File: src/rtl/mem_arb_pkg.sv
// Shared definitions for the memory port arbiter.
//   state_e : arbiter FSM encoding (IDLE / ACCESS / CAPTURE)
//   OWN_I   : owner id of the instruction-fetch port
//   OWN_D   : owner id of the load/store port
package mem_arb_pkg;

    typedef enum logic [1:0] {
        ST_IDLE    = 2'd0,
        ST_ACCESS  = 2'd1,
        ST_CAPTURE = 2'd2
    } state_e;

    localparam logic OWN_I = 1'b0;
    localparam logic OWN_D = 1'b1;

endpackage

File: src/rtl/mem_arb_pick.sv
// Combinational 2-way pick between fetch (I) and load/store (D).
// Build option: MEM_ARB_RR_EN selects round-robin on conflict (the port
// other than ptr wins); without it D always beats I and ptr is ignored.
//   i_req, d_req : qualified requests (already gated to IDLE by the parent)
//   ptr          : owner id of the last-granted port
//   win          : one-hot winner, bit OWN_I / bit OWN_D
module mem_arb_pick
    import mem_arb_pkg::*;
(
    input  logic       i_req,
    input  logic       d_req,
    input  logic       ptr,
    output logic [1:0] win
);

    always_comb begin
        win = 2'b00;
        if (i_req && d_req) begin
`ifdef MEM_ARB_RR_EN
            if (ptr == OWN_I) win[OWN_D] = 1'b1;
            else              win[OWN_I] = 1'b1;
`else
            win[OWN_D] = 1'b1;
`endif
        end else begin
            win[OWN_I] = i_req;
            win[OWN_D] = d_req;
        end
    end

`ifndef MEM_ARB_RR_EN
    logic unused_ptr;
    assign unused_ptr = ptr;
`endif

endmodule

File: src/rtl/mem_port_arbiter.sv
// Shares one synchronous memory port (1-cycle read latency) between
// instruction fetch (I) and load/store (D).
// Build option: MEM_ARB_RR_EN -> round-robin arbitration with a 1-bit
// last-granted pointer; otherwise fixed priority, D over I.
// Ports:
//   clk, reset                     clock, asynchronous active-high reset
//   i_req/i_addr                   fetch read request
//   i_gnt/i_rvalid/i_rdata         fetch grant pulse, read-data pulse, data
//   d_req/d_we/d_addr/d_wdata      load/store request
//   d_gnt/d_rvalid/d_rdata         load/store grant pulse, load pulse, data
//   busy                           FSM not in IDLE
//   mem_addr/mem_read_en/
//   mem_write_en/mem_write_val     memory drive, active only in ACCESS
//   mem_read_val                   memory read data, valid cycle after read_en
module mem_port_arbiter
    import mem_arb_pkg::*;
#(
    parameter  int MEM_WIDTH = 32,
    parameter  int MEM_SIZE  = 256,
    localparam int ADDR_W    = $clog2(MEM_SIZE)
) (
    input  logic                 clk,
    input  logic                 reset,
    input  logic                 i_req,
    input  logic [31:0]          i_addr,
    output logic                 i_gnt,
    output logic                 i_rvalid,
    output logic [MEM_WIDTH-1:0] i_rdata,
    input  logic                 d_req,
    input  logic                 d_we,
    input  logic [31:0]          d_addr,
    input  logic [31:0]          d_wdata,
    output logic                 d_gnt,
    output logic                 d_rvalid,
    output logic [MEM_WIDTH-1:0] d_rdata,
    output logic                 busy,
    output logic [ADDR_W-1:0]    mem_addr,
    output logic                 mem_read_en,
    output logic                 mem_write_en,
    output logic [MEM_WIDTH-1:0] mem_write_val,
    input  logic [MEM_WIDTH-1:0] mem_read_val
);

    state_e                 state_q, state_d;
    logic                   owner_q, owner_d;
    logic                   we_q, we_d;
    logic [ADDR_W-1:0]      addr_q, addr_d;
    logic [MEM_WIDTH-1:0]   wdata_q, wdata_d;
    logic                   i_rvalid_q, i_rvalid_d;
    logic                   d_rvalid_q, d_rvalid_d;
    logic [MEM_WIDTH-1:0]   i_rdata_q, i_rdata_d;
    logic [MEM_WIDTH-1:0]   d_rdata_q, d_rdata_d;
    logic                   ptr;
    logic                   can_grant;
    logic                   access;
    logic [1:0]             win;

    // Grants are combinational in IDLE so that gnt and the ACCESS cycle that
    // follows it line up with the read/write latency contract. Reset masks
    // them so every output is 0 while reset is held.
    assign can_grant = (state_q == ST_IDLE) && !reset;
    assign access    = (state_q == ST_ACCESS);

`ifdef MEM_ARB_RR_EN
    logic ptr_q, ptr_d;
    assign ptr   = ptr_q;
    assign ptr_d = (|win) ? win[OWN_D] : ptr_q;
`else
    assign ptr = OWN_I;
`endif

    mem_arb_pick u_pick (
        .i_req (i_req && can_grant),
        .d_req (d_req && can_grant),
        .ptr   (ptr),
        .win   (win)
    );

    always_comb begin
        state_d    = state_q;
        owner_d    = owner_q;
        we_d       = we_q;
        addr_d     = addr_q;
        wdata_d    = wdata_q;
        i_rvalid_d = 1'b0;
        d_rvalid_d = 1'b0;
        i_rdata_d  = i_rdata_q;
        d_rdata_d  = d_rdata_q;
        case (state_q)
            ST_IDLE: begin
                if (|win) begin
                    owner_d = win[OWN_D];
                    we_d    = win[OWN_D] && d_we;
                    addr_d  = win[OWN_D] ? d_addr[ADDR_W-1:0] : i_addr[ADDR_W-1:0];
                    wdata_d = win[OWN_D] ? d_wdata[MEM_WIDTH-1:0] : '0;
                    state_d = ST_ACCESS;
                end
            end
            ST_ACCESS:  state_d = we_q ? ST_IDLE : ST_CAPTURE;
            ST_CAPTURE: begin
                state_d = ST_IDLE;
                if (owner_q == OWN_D) begin
                    d_rdata_d  = mem_read_val;
                    d_rvalid_d = 1'b1;
                end else begin
                    i_rdata_d  = mem_read_val;
                    i_rvalid_d = 1'b1;
                end
            end
            default: state_d = ST_IDLE;
        endcase
    end

    always_ff @(posedge clk or posedge reset) begin
        if (reset) begin
            state_q    <= ST_IDLE;
            owner_q    <= OWN_I;
            we_q       <= 1'b0;
            addr_q     <= '0;
            wdata_q    <= '0;
            i_rvalid_q <= 1'b0;
            d_rvalid_q <= 1'b0;
            i_rdata_q  <= '0;
            d_rdata_q  <= '0;
`ifdef MEM_ARB_RR_EN
            ptr_q      <= OWN_I;
`endif
        end else begin
            state_q    <= state_d;
            owner_q    <= owner_d;
            we_q       <= we_d;
            addr_q     <= addr_d;
            wdata_q    <= wdata_d;
            i_rvalid_q <= i_rvalid_d;
            d_rvalid_q <= d_rvalid_d;
            i_rdata_q  <= i_rdata_d;
            d_rdata_q  <= d_rdata_d;
`ifdef MEM_ARB_RR_EN
            ptr_q      <= ptr_d;
`endif
        end
    end

    assign i_gnt         = win[OWN_I];
    assign d_gnt         = win[OWN_D];
    assign i_rvalid      = i_rvalid_q;
    assign d_rvalid      = d_rvalid_q;
    assign i_rdata       = i_rdata_q;
    assign d_rdata       = d_rdata_q;
    assign busy          = (state_q != ST_IDLE);
    // Memory drive is decoded from the state flop so an asynchronous reset
    // drops the strobes immediately.
    assign mem_addr      = access ? addr_q : '0;
    assign mem_read_en   = access && !we_q;
    assign mem_write_en  = access && we_q;
    assign mem_write_val = (access && we_q) ? wdata_q : '0;

    // Address bits above the memory depth wrap and are intentionally dropped.
    logic unused_addr_hi;
    assign unused_addr_hi = ^{i_addr[31:ADDR_W], d_addr[31:ADDR_W]};

endmodule

File: config.mk
export PLATFORM = sky130hd
export DESIGN_NAME = mem_port_arbiter
export DESIGN_NICKNAME = d
export VERILOG_FILES = /design/src/rtl/mem_arb_pkg.sv /design/src/rtl/mem_arb_pick.sv /design/src/rtl/mem_port_arbiter.sv
export SDC_FILE = /design/constraint.sdc
export NUM_CORES = 1
export LEC_CHECK = 0
export BUFFER_PORTS_ARGS = -buffer_cell sky130_fd_sc_hd__buf_4
export CORE_MARGIN = 2
export CORE_UTILIZATION = 44
export DETAILED_ROUTE_END_ITERATION = 16
export GPL_TIMING_DRIVEN = 0
export MAX_ROUTING_LAYER = met4
export PLACE_DENSITY_LB_ADDON = 0.05
export SLEW_MARGIN = 20
export SYNTH_ARGS = -nofsm -noshare
export SYNTH_HDL_FRONTEND = slang
export SYNTH_SLANG_ARGS = --single-unit
File: constraint.sdc
create_clock -name clk -period 4 [get_ports clk]
set_input_delay 0.6 -clock clk [delete_from_list [all_inputs] [get_ports clk]]
set_output_delay 0.6 -clock clk [all_outputs]
set_load 0.02 [all_outputs]
# Word level (Yosys, flattened, before mapping)
# Cells that the tools add are included.
dict set report word_totals {
  ff_bits 110
  latchBits 0
  ramBits 0
  romBits 0
  output_inout_bits 111
  word_cells 41
  memories 0
}
dict set report classes {
  addsub 0
  mul 0
  n_div 0
  order_cmp 0
  eq_ne 3
  shifts 0
  muxes 13
  n_bitwise 1
  reduce_logical 15
}
# operator n
set ops {}
lappend ops {{$mux W32} 2}
lappend ops {{$mux W8} 2}
lappend ops {{$logic_and A1 B1 Y1} 7}
lappend ops {{$mux W1} 6}
lappend ops {{$reduce_and A2 Y1} 3}
lappend ops {{$mux W2} 2}
lappend ops {{$pmux W2 S2} 1}
lappend ops {{$eq A2 B1 Y1 const B} 1}
lappend ops {{$eq A2 B2 Y1 const B} 1}
lappend ops {{$logic_not A1 Y1} 2}
lappend ops {{$logic_not A2 Y1} 1}
lappend ops {{$ne A2 B1 Y1 const B} 1}
lappend ops {{$reduce_bool A2 Y1} 1}
lappend ops {{$reduce_or A2 Y1} 1}
lappend ops {{$not A1 Y1} 1}

# Logic depth before layout (Yosys ltp)
# Gate-level depths: netlist of run 1.
dict set report depth {
  ltp_word 8
  ltp_mapped 5
  ltp_nobuf 3
}

# Hierarchy
# A second synthesis of run 1 with hierarchy kept.
dict set report hier_totals {
  hier_cells 305
  hier_area_um2 4466.8
}
# mod instances cells_per_inst area_each_um2
set by_module_without_submodules {}
lappend by_module_without_submodules {mem_port_arbiter 1 303 4456.8}
lappend by_module_without_submodules {mem_arb_pick 1 2 10.0}

# Worst setup path after synthesis of run 1
# No wires, ideal clock.
dict set report synth_timing {
  kind {flip-flop to output port}
  start {register state_q[1]}
  end {output mem_read_en}
  arrival_time_ps 1241
  required_ps 3400
  path_slack_ps 2159
  path_stages_with_launch 4
  path_cell_list {dfrtp_1 and2b_1 clkbuf_1 nor2b_1}
}
dict set report synth_via {
  elab_chain_len 2
}
# element line_no
set synth_lines {}
lappend synth_lines {{start: declaration} mem_port_arbiter.sv:44} ;# state_e state_q, state_d;
lappend synth_lines {{start signal: assignment} mem_port_arbiter.sv:129} ;# state_q <= state_d;
lappend synth_lines {{$eq A2 B1 Y1} mem_port_arbiter.sv:62} ;# assign access = (state_q == ST_ACCESS);
lappend synth_lines {{$logic_and A1 B1 Y1} mem_port_arbiter.sv:154} ;# assign mem_read_en = access && !we_q;
lappend synth_lines {{end: declaration} mem_port_arbiter.sv:38} ;# output logic mem_read_en,
# Every way passes these cells.

# Worst setup path in the final report of run 1
dict set report layout_timing {
  start {register state_q[1]}
  end {output mem_addr[7]}
}
dict set report layout_via {
  elab_chain_len 2
}
# element line_no
set layout_lines {}
lappend layout_lines {{$eq A2 B1 Y1} mem_port_arbiter.sv:62}
lappend layout_lines {{$mux W8} mem_port_arbiter.sv:153} ;# assign mem_addr = access ? addr_q : '0;
lappend layout_lines {{end: declaration} mem_port_arbiter.sv:37} ;# output logic [ADDR_W-1:0] mem_addr,
# Every way passes these cells.

==> summary.md, run 1 <==
| Metric | Value |
|---|---|
| Ant. Diodes | 0 |
| Num CTS Buffers | 9 |
| Setup TNS | 0 ns |
| Post-synth net total | 440 |
| FF+latch count, synth | 110 |
| Area after DPL | approximately 0.006 sq mm |
| WL/cell | 16.6 um |
| FP Rows | 36 |
| Register-to-register setup slack | roughly 2.4 ns |
| Synth cell types | 26 |
| Vias in the first global route | about 3400 |
| FF-to-FF path depth | 4 |
| Worst path max stage delay | 0.44 ns |
| Pwr Total | 4.24 mW |
| Post-synthesis share of cell area spent on and, or, nand and nor gates | 8.19% |
| Post-synthesis cell count | 307 |
| Clk root buf | clkbuf_8 |
| Post_cts resized | 0 |
| Chip width | 104 um |
| Core ar. | 0.00977 sq mm |
| Synth top area share | 62.4% |
| Ports | 244 |
| Synth Area in XOR/XNOR | 0% |
| Period utilization | around 62% |
| Vias | 3298 |
| Buf/Inv on CP | 2 |
| Min cycle time layout | 2.48 ns |
| HPWL after DPL | 7760 um |
| Crit Path Category | flip-flop to output pin |
| Post-synthesis mux area share | 16.3% |
| Arrival @ worst endpoint | approximately 1.9 ns |
| Worst min path class | input port to async pin |
| Ys Warns | 0 |
| Worst-Skew Late Latency | between 0.3 and 0.4 ns |
| Die area | 0.0108 sq mm |
| CP Launch Type | flip-flop |
| Dominant cells by area after synthesis | dfrtp_1 62%, mux2_2 16%, a22o_1 6.5% |
| Layout cell share with drive strength beyond 1 | 56.3% |
| Total Wirelength | about 11000 um |
| RSZ-0062 raised after global routing | no |
| Final slew viol count | 0 |
| Clk sinks | between 100 and 150 |
| DP Worst Slack | about 1.8 ns |
| CP Cell Sequence | and2b_1, clkbuf_1, and2_1, buf_4 |
| Hold-fix buffer count after cts | 0 |
| IR drop worst, VDD | 0.288 mV |
| Postcts setup bufs | 0 |
| Post-synthesis compound-gate area fraction | 9.61% |
| Area Growth Syn to Fin | 43.0% |
| Worst-Margin Slew | ~0.46 ns |
| Reg2Reg Capture Point | wdata_q[0]$_DFFE_PP0P_ |
| Clock buffer depth | 2 |
| FF-to-FF Start | state_q[0]$_DFFE_PP0P_ |
| Max Clk Rate | 0.403 GHz |
| Worst Setup End Kind | output pin |
| Worst endpoint required time | 3.40 ns |
| Drt drc | 0 |
| Initial Util | 45.2% |
| CTS tree | built |
| Cell area power density | around 670 mW/mm^2 |
| First-pass GRT wire length | about 17000 um |
| DR pass1 iterations | 4 |
| Crit Path Max Fanout | 10 |
| Sequential-to-total area share from yosys stat | 62.4% |
| Total Routing Usage GR | 20.8% |
| Mapped cell area | 0.00441 sq mm |
| Post-route cell area | 0.00631 sq mm |
| Die Ht | roughly 100 um |
| Largest family of logic cells by synthesized area | multiplexers |
| Leakage power | 3.24 nW |
| Reg clk slew, reported paths | around 0.10 ns |
| Max Cap Viol | 0 |
| CP max stage cell | dfrtp_1 |
| Relative slew margins | 69.3% |
| Worst Skew | 0.00927 ns |
| Yosys top cell by area | dfrtp_1 |
| Final Core Density | 64.6% |
| Status | finished clean |
| Antenna viol nets, final | 0 |
| Post-route setup slack | around 1.5 ns |
| Final Hold Viols | 0 |
| Largest net degree at the start of global routing | 62 |
| Nets | 647 |
| Crit path max-delay family | simple AND/OR/NAND/NOR gates |
| Setup violators final | 0 |
| Port Buffers | 195 |
| Initial antenna violation count | 0 |
| Mean area per synthesized cell | 14.4 sq um |
| Vias/cell | 5.06 |
| H-tree depth | 3 |
| Gpl congestion | 0.761 |
| Total gr overflow | 0 |
| Synth Area in Adders | 0% |
| 1st-iter DRT viols | 110 |
logic make-up after synthesis:
| group | Yosys count |
|---|---|
| compound gates | 50 |
| buf+inv | 27 |
| flops | 110 |
| mux | 64 |
| simple gates | 56 |
synthesized netlist by cell type:
| cell type | instances |
|---|---|
| o2bb2ai_1 | 7 |
| a21o_1 | 1 |
| nor3_2 | 1 |
| or3_1 | 1 |
| a32oi_1 | 1 |
| nor2b_1 | 3 |
| and2b_1 | 1 |
| nand3_1 | 2 |
| clkbuf_1 | 10 |
| and2_1 | 11 |
| mux2_2 | 63 |
| a22oi_1 | 7 |
| buf_2 | 4 |
| a22o_1 | 33 |
| o21ai_1 | 1 |
| nand3b_1 | 1 |
| nor2_1 | 1 |
| buf_6 | 3 |
| inv_1 | 3 |
| or2_2 | 1 |
| nor3b_4 | 1 |
| and3_1 | 32 |
| mux2_1 | 1 |
| dfrtp_1 | 110 |
| buf_4 | 7 |
| nand2_1 | 1 |
flip-flops by register name, summed over array words and instances (netlist names):
register / count
addr_q: 8
d_rdata: 32
d_rvalid: 1
i_rdata: 32
i_rvalid: 1
owner_q: 1
state_q: 2
wdata_q: 32
we_q: 1
worst register-to-register path: cells and delay by family, from the launching register on:
family | cells | cell delay [ns]
DFF | 1 | 0.46
AOI/OAI and AO/OA | 2 | 0.46
and+or+nand+nor | 1 | 0.30
buffers and inverters | 1 | 0.27
how the worst max path moves through the flow:
| stage | from | end | slack, ns | depth (start not counted) |
|---|---|---|---|---|
| global route | state_q[1]$_DFFE_PP0P_ | mem_addr[7] | 1.36 | 4 |
| finish | state_q[1]$_DFFE_PP0P_ | mem_addr[7] | 1.52 | 4 |
| floorplan | reset | addr_q[0]$_DFFE_PP0P_ | 0.50 | 1 |
| detailed placement | reset | d_gnt | 1.76 | 6 |
| global placement | reset | i_rdata[4]$_DFFE_PP0P_ | -0.76 | 2 |
| CTS | state_q[1]$_DFFE_PP0P_ | mem_addr[7] | 1.43 | 4 |
per-layer routing:
metal  up-vias  GRT usage (%)  routed length [um]
li1       1535              -                   -
met1      1617           28.2                4890
met2       129           31.3                5140
met3        17           3.88                 601
met4         0           8.30                 201
met5         -              -                   0
power by group:
| part | switching (mW) | internal [mW] |
|---|---|---|
| combinational | 0.858 | 0.857 |
| clock | 0.353 | 0.404 |
| sequential | 0.229 | 1.54 |
cell usage in the layout (no fill, tap or decap), types with 4 or more instances in the layout:
master and n:
and3_1 32, a22oi_1 7, a22o_1 33, o2bb2ai_1 7, buf_2 4, clkbuf_8 12
clkbuf_1 11, and2_1 11, mux2_2 63, dfrtp_1 110, buf_4 202
final cells by class:
class	count	area, sq um
repair buffers	196	1490
clock buffers	13	169
inverters	3	16.3
clock inverters	3	65.1
flip-flops and latches	110	2750
fillers	771	3460
well taps	133	166
multi-input cells	170	1510
plain buffers	24	144
through the flow:
stage / instances / hold slack (ns)
finish: 652 / 0.275
global route: 652 / 0.283
CTS: 652 / 0.275
detailed placement: 636 / 0.466
global placement: 635 / 0.464
floorplan: 307 / 0.448
Note: power is estimated with default switching activity, not from simulation.
==> run 2, diff against run 1 <==
- CORE_UTILIZATION: 44 -> 40
- clock period: 4 -> 2.2 ns (I/O delays scaled with it)
==> summary.md, run 2 (synthesis results as in run 1) <==
| Metric | Value |
|---|---|
| Worst Setup End Kind | output pin |
| Clock buffer depth | 2 (unchanged) |
| Setup violators final | 0 (unchanged) |
| Vias in the first global route | 3395 (+1.3%) |
| H-tree depth | 3 (unchanged) |
| Final slew viol count | 0 (unchanged) |
| FP Rows | 38 (+5.6%) |
| Pwr Total | 7.50 mW (+77%) |
| CP Launch Type | flip-flop |
| Period utilization | a little over nine tenths |
| Max Clk Rate | 0.482 GHz |
| Relative slew margins | 66.9% (-2.4 points) |
| Met2 WL post-DR | 5110 um (-0.58%) |
| HPWL after DPL | 8170 um (+5.2%) |
| Crit Path Category | flip-flop to output pin |
| Total Routing Usage GR | 19.3% (-1.6 points) |
| Clock power frac | 15.3% (-2.6 points) |
| Nets | 650 (+0.46%) |
| Core ar. | 0.0108 sq mm (+10%) |
| Int Pwr | 4.82 mW (+72%) |
| Placed cell count | 646 (+1.6%) |
| Worst-Skew Late Latency | 0.37 ns (about the same) |
| Largest net degree at the start of global routing | 30 (-52%) |
| Initial antenna violation count | 0 (unchanged) |
| Highest metal used | met4 |
| Total Wirelength | 11000 um (+1.6%) |
| Gpl congestion | 0.791 (+3.9%) |
| Worst endpoint required time | 1.87 ns (-1.53 ns) |
| Vias/cell | 5.06 (+0.13%) |
| Cell area power density | 1180 mW/mm^2 (+76%) |
| Area after DPL | 0.00615 sq mm (+1.2%) |
| Max Cap Viol | 0 (unchanged) |
| Wl on met1 | 4850 um (-0.72%) |
| Num CTS Buffers | 9 (unchanged) |
| DR pass1 iterations | 4 (unchanged) |
| Vias | 3353 (+1.7%) |
| Total gr overflow | 0 (unchanged) |
| Min cycle time layout | slightly above 2 ns |
| Drt drc | 0 (unchanged) |
| Sw Ratio | 35.7% (+1.7 points) |
| Worst-Margin Slew | 0.496 ns (+0.0383 ns) |
| Register area | 0.00275 sq mm (unchanged) |
| RSZ-0062 raised after global routing | no |
| Leakage power | 3.25 nW (+0.29%) |
| Footprint of the multi-input gates | 0.00151 sq mm (+0.42%) |
| Combinational power share | 41.8% (+1.4 points) |
| Routed wl met3 | 756 um (+26%) |
| Non-Filler Instances | 662 (+1.5%) |
| Initial Util | 40.9% (-4.3 points) |
| Setup TNS | 0 ns (unchanged) |
| WL/cell | 16.6 um (about the same) |
| Register-to-register setup slack | 0.57 ns (-1.83 ns) |
| Die area | 0.0119 sq mm (+9.6%) |
| Status | finished clean |
| Antenna viol nets, final | 0 (unchanged) |
| Worst min path class | input port to async pin |
| # fillers | 931 (+21%) |
| Layout cell share with drive strength beyond 1 | 57.5% (+1.2 points) |
| Ant. Diodes | 0 (unchanged) |
| Ports | 244 (unchanged) |
| Worst Skew | 0.0105 ns (+0.00120 ns) |
| Die Ht | 109 um (+4.7%) |
| Area Growth Syn to Fin | 43.8% |
| 1st-iter DRT viols | 115 (+4.5%) |
| Chip width | 109 um (+4.7%) |
| Reg clk slew, reported paths | 0.10 ns (about the same) |
| Final Hold Viols | 0 (unchanged) |
| Arrival @ worst endpoint | 1.75 ns (-0.13 ns) |
| Port Buffers | 195 (unchanged) |
| Clk sinks | 110 (unchanged) |
| Most frequent cells in the layout | 202 x buf_4, 110 x dfrtp_1, 63 x mux2_2 |
| CTS tree | built |
| Flop pwr share | 43.0% (+1.3 points) |
| Clk root buf | clkbuf_8 |
| Post-route cell area | 0.00635 sq mm (+0.58%) |
| P_sw | 2.67 mW (+86%) |
| First-pass GRT wire length | 17000 um (-2.3%) |
| Crit Path Max Fanout | 10 (unchanged) |
| IR drop worst, VDD | 0.591 mV (+110%) |
| Commonest non-fill, non-tap cell in the layout | buf_4 |
-- run 2: metrics by stage --
stage | hold WS (ns) | setup WS, ns | utilization [%]
2_1_floorplan | 0.448 | 0.541 | -
3_3_place_gp | 0.466 | -0.189 | 56.1
3_5_place_dp | 0.413 | 0.385 | 57.0
4_1_cts | 0.00000550 | -0.00560 | 58.7
5_1_grt | 0.0239 | 0.00792 | 58.8
6_report | 0.00836 | 0.123 | 58.8
-- run 2: area by class of cell --
cell class / instances / share of cell area (%)
inverter: 3 / 0.237
timing repair buffer: 199 / 24.6
clock buffer: 10 / 2.17
sequential: 110 / 43.4
buffer: 24 / 2.35
multi-input combinational: 170 / 23.8
tap: 140 / 2.76
clock inverter: 6 / 0.729
-- run 2: power groups by stage --
stage	clock [mW]	combinational (mW)	sequential (mW)
floorplan	0	0.993	3.95
global placement	0	3.10	3.22
detailed placement	0	3.18	3.26
CTS	1.18	3.17	3.22
global route	1.26	3.35	3.32
finish	1.14	3.13	3.22
-- run 2: worst paths after layout --
check                                       startpoint                 endpoint  cells after the start
worst max-delay path            state_q[1]$_DFFE_PP0P_         mem_write_val[7]                      4
worst min-delay path                             reset       d_rvalid$_DFF_PP0_                      2
worst max register to register  state_q[0]$_DFFE_PP0P_  i_rdata[18]$_DFFE_PP0P_                      3
worst min register to register   addr_q[4]$_DFFE_PP0P_    addr_q[4]$_DFFE_PP0P_                      1
max in group asynchronous                        reset   i_rdata[7]$_DFFE_PP0P_                      4
min in group clk                           d_wdata[23]  wdata_q[23]$_DFFE_PP0P_                      2
-- run 2: per-layer routing --
layer | up-vias | track usage, %
met4 | 0 | 9.07
met1 | 1649 | 25.0
li1 | 1539 | -
met2 | 144 | 29.1
met3 | 21 | 3.83
met5 | - | -
-- run 2: timing repair --
action | in CTS | in global routing
endpoints found under the setup margin | 16 | 20
resized for setup | 2 | 5
cloned | 0 | 0
buffers inserted | 0 | 0
hold buffers | 0 | 0
-- run 2: critical path, cell delays in order, from the launching register on --
cell,delay [ns]
dfrtp_1,0.46
and2b_1,0.33
clkbuf_2,0.24
and3_1,0.20
buf_4,0.15
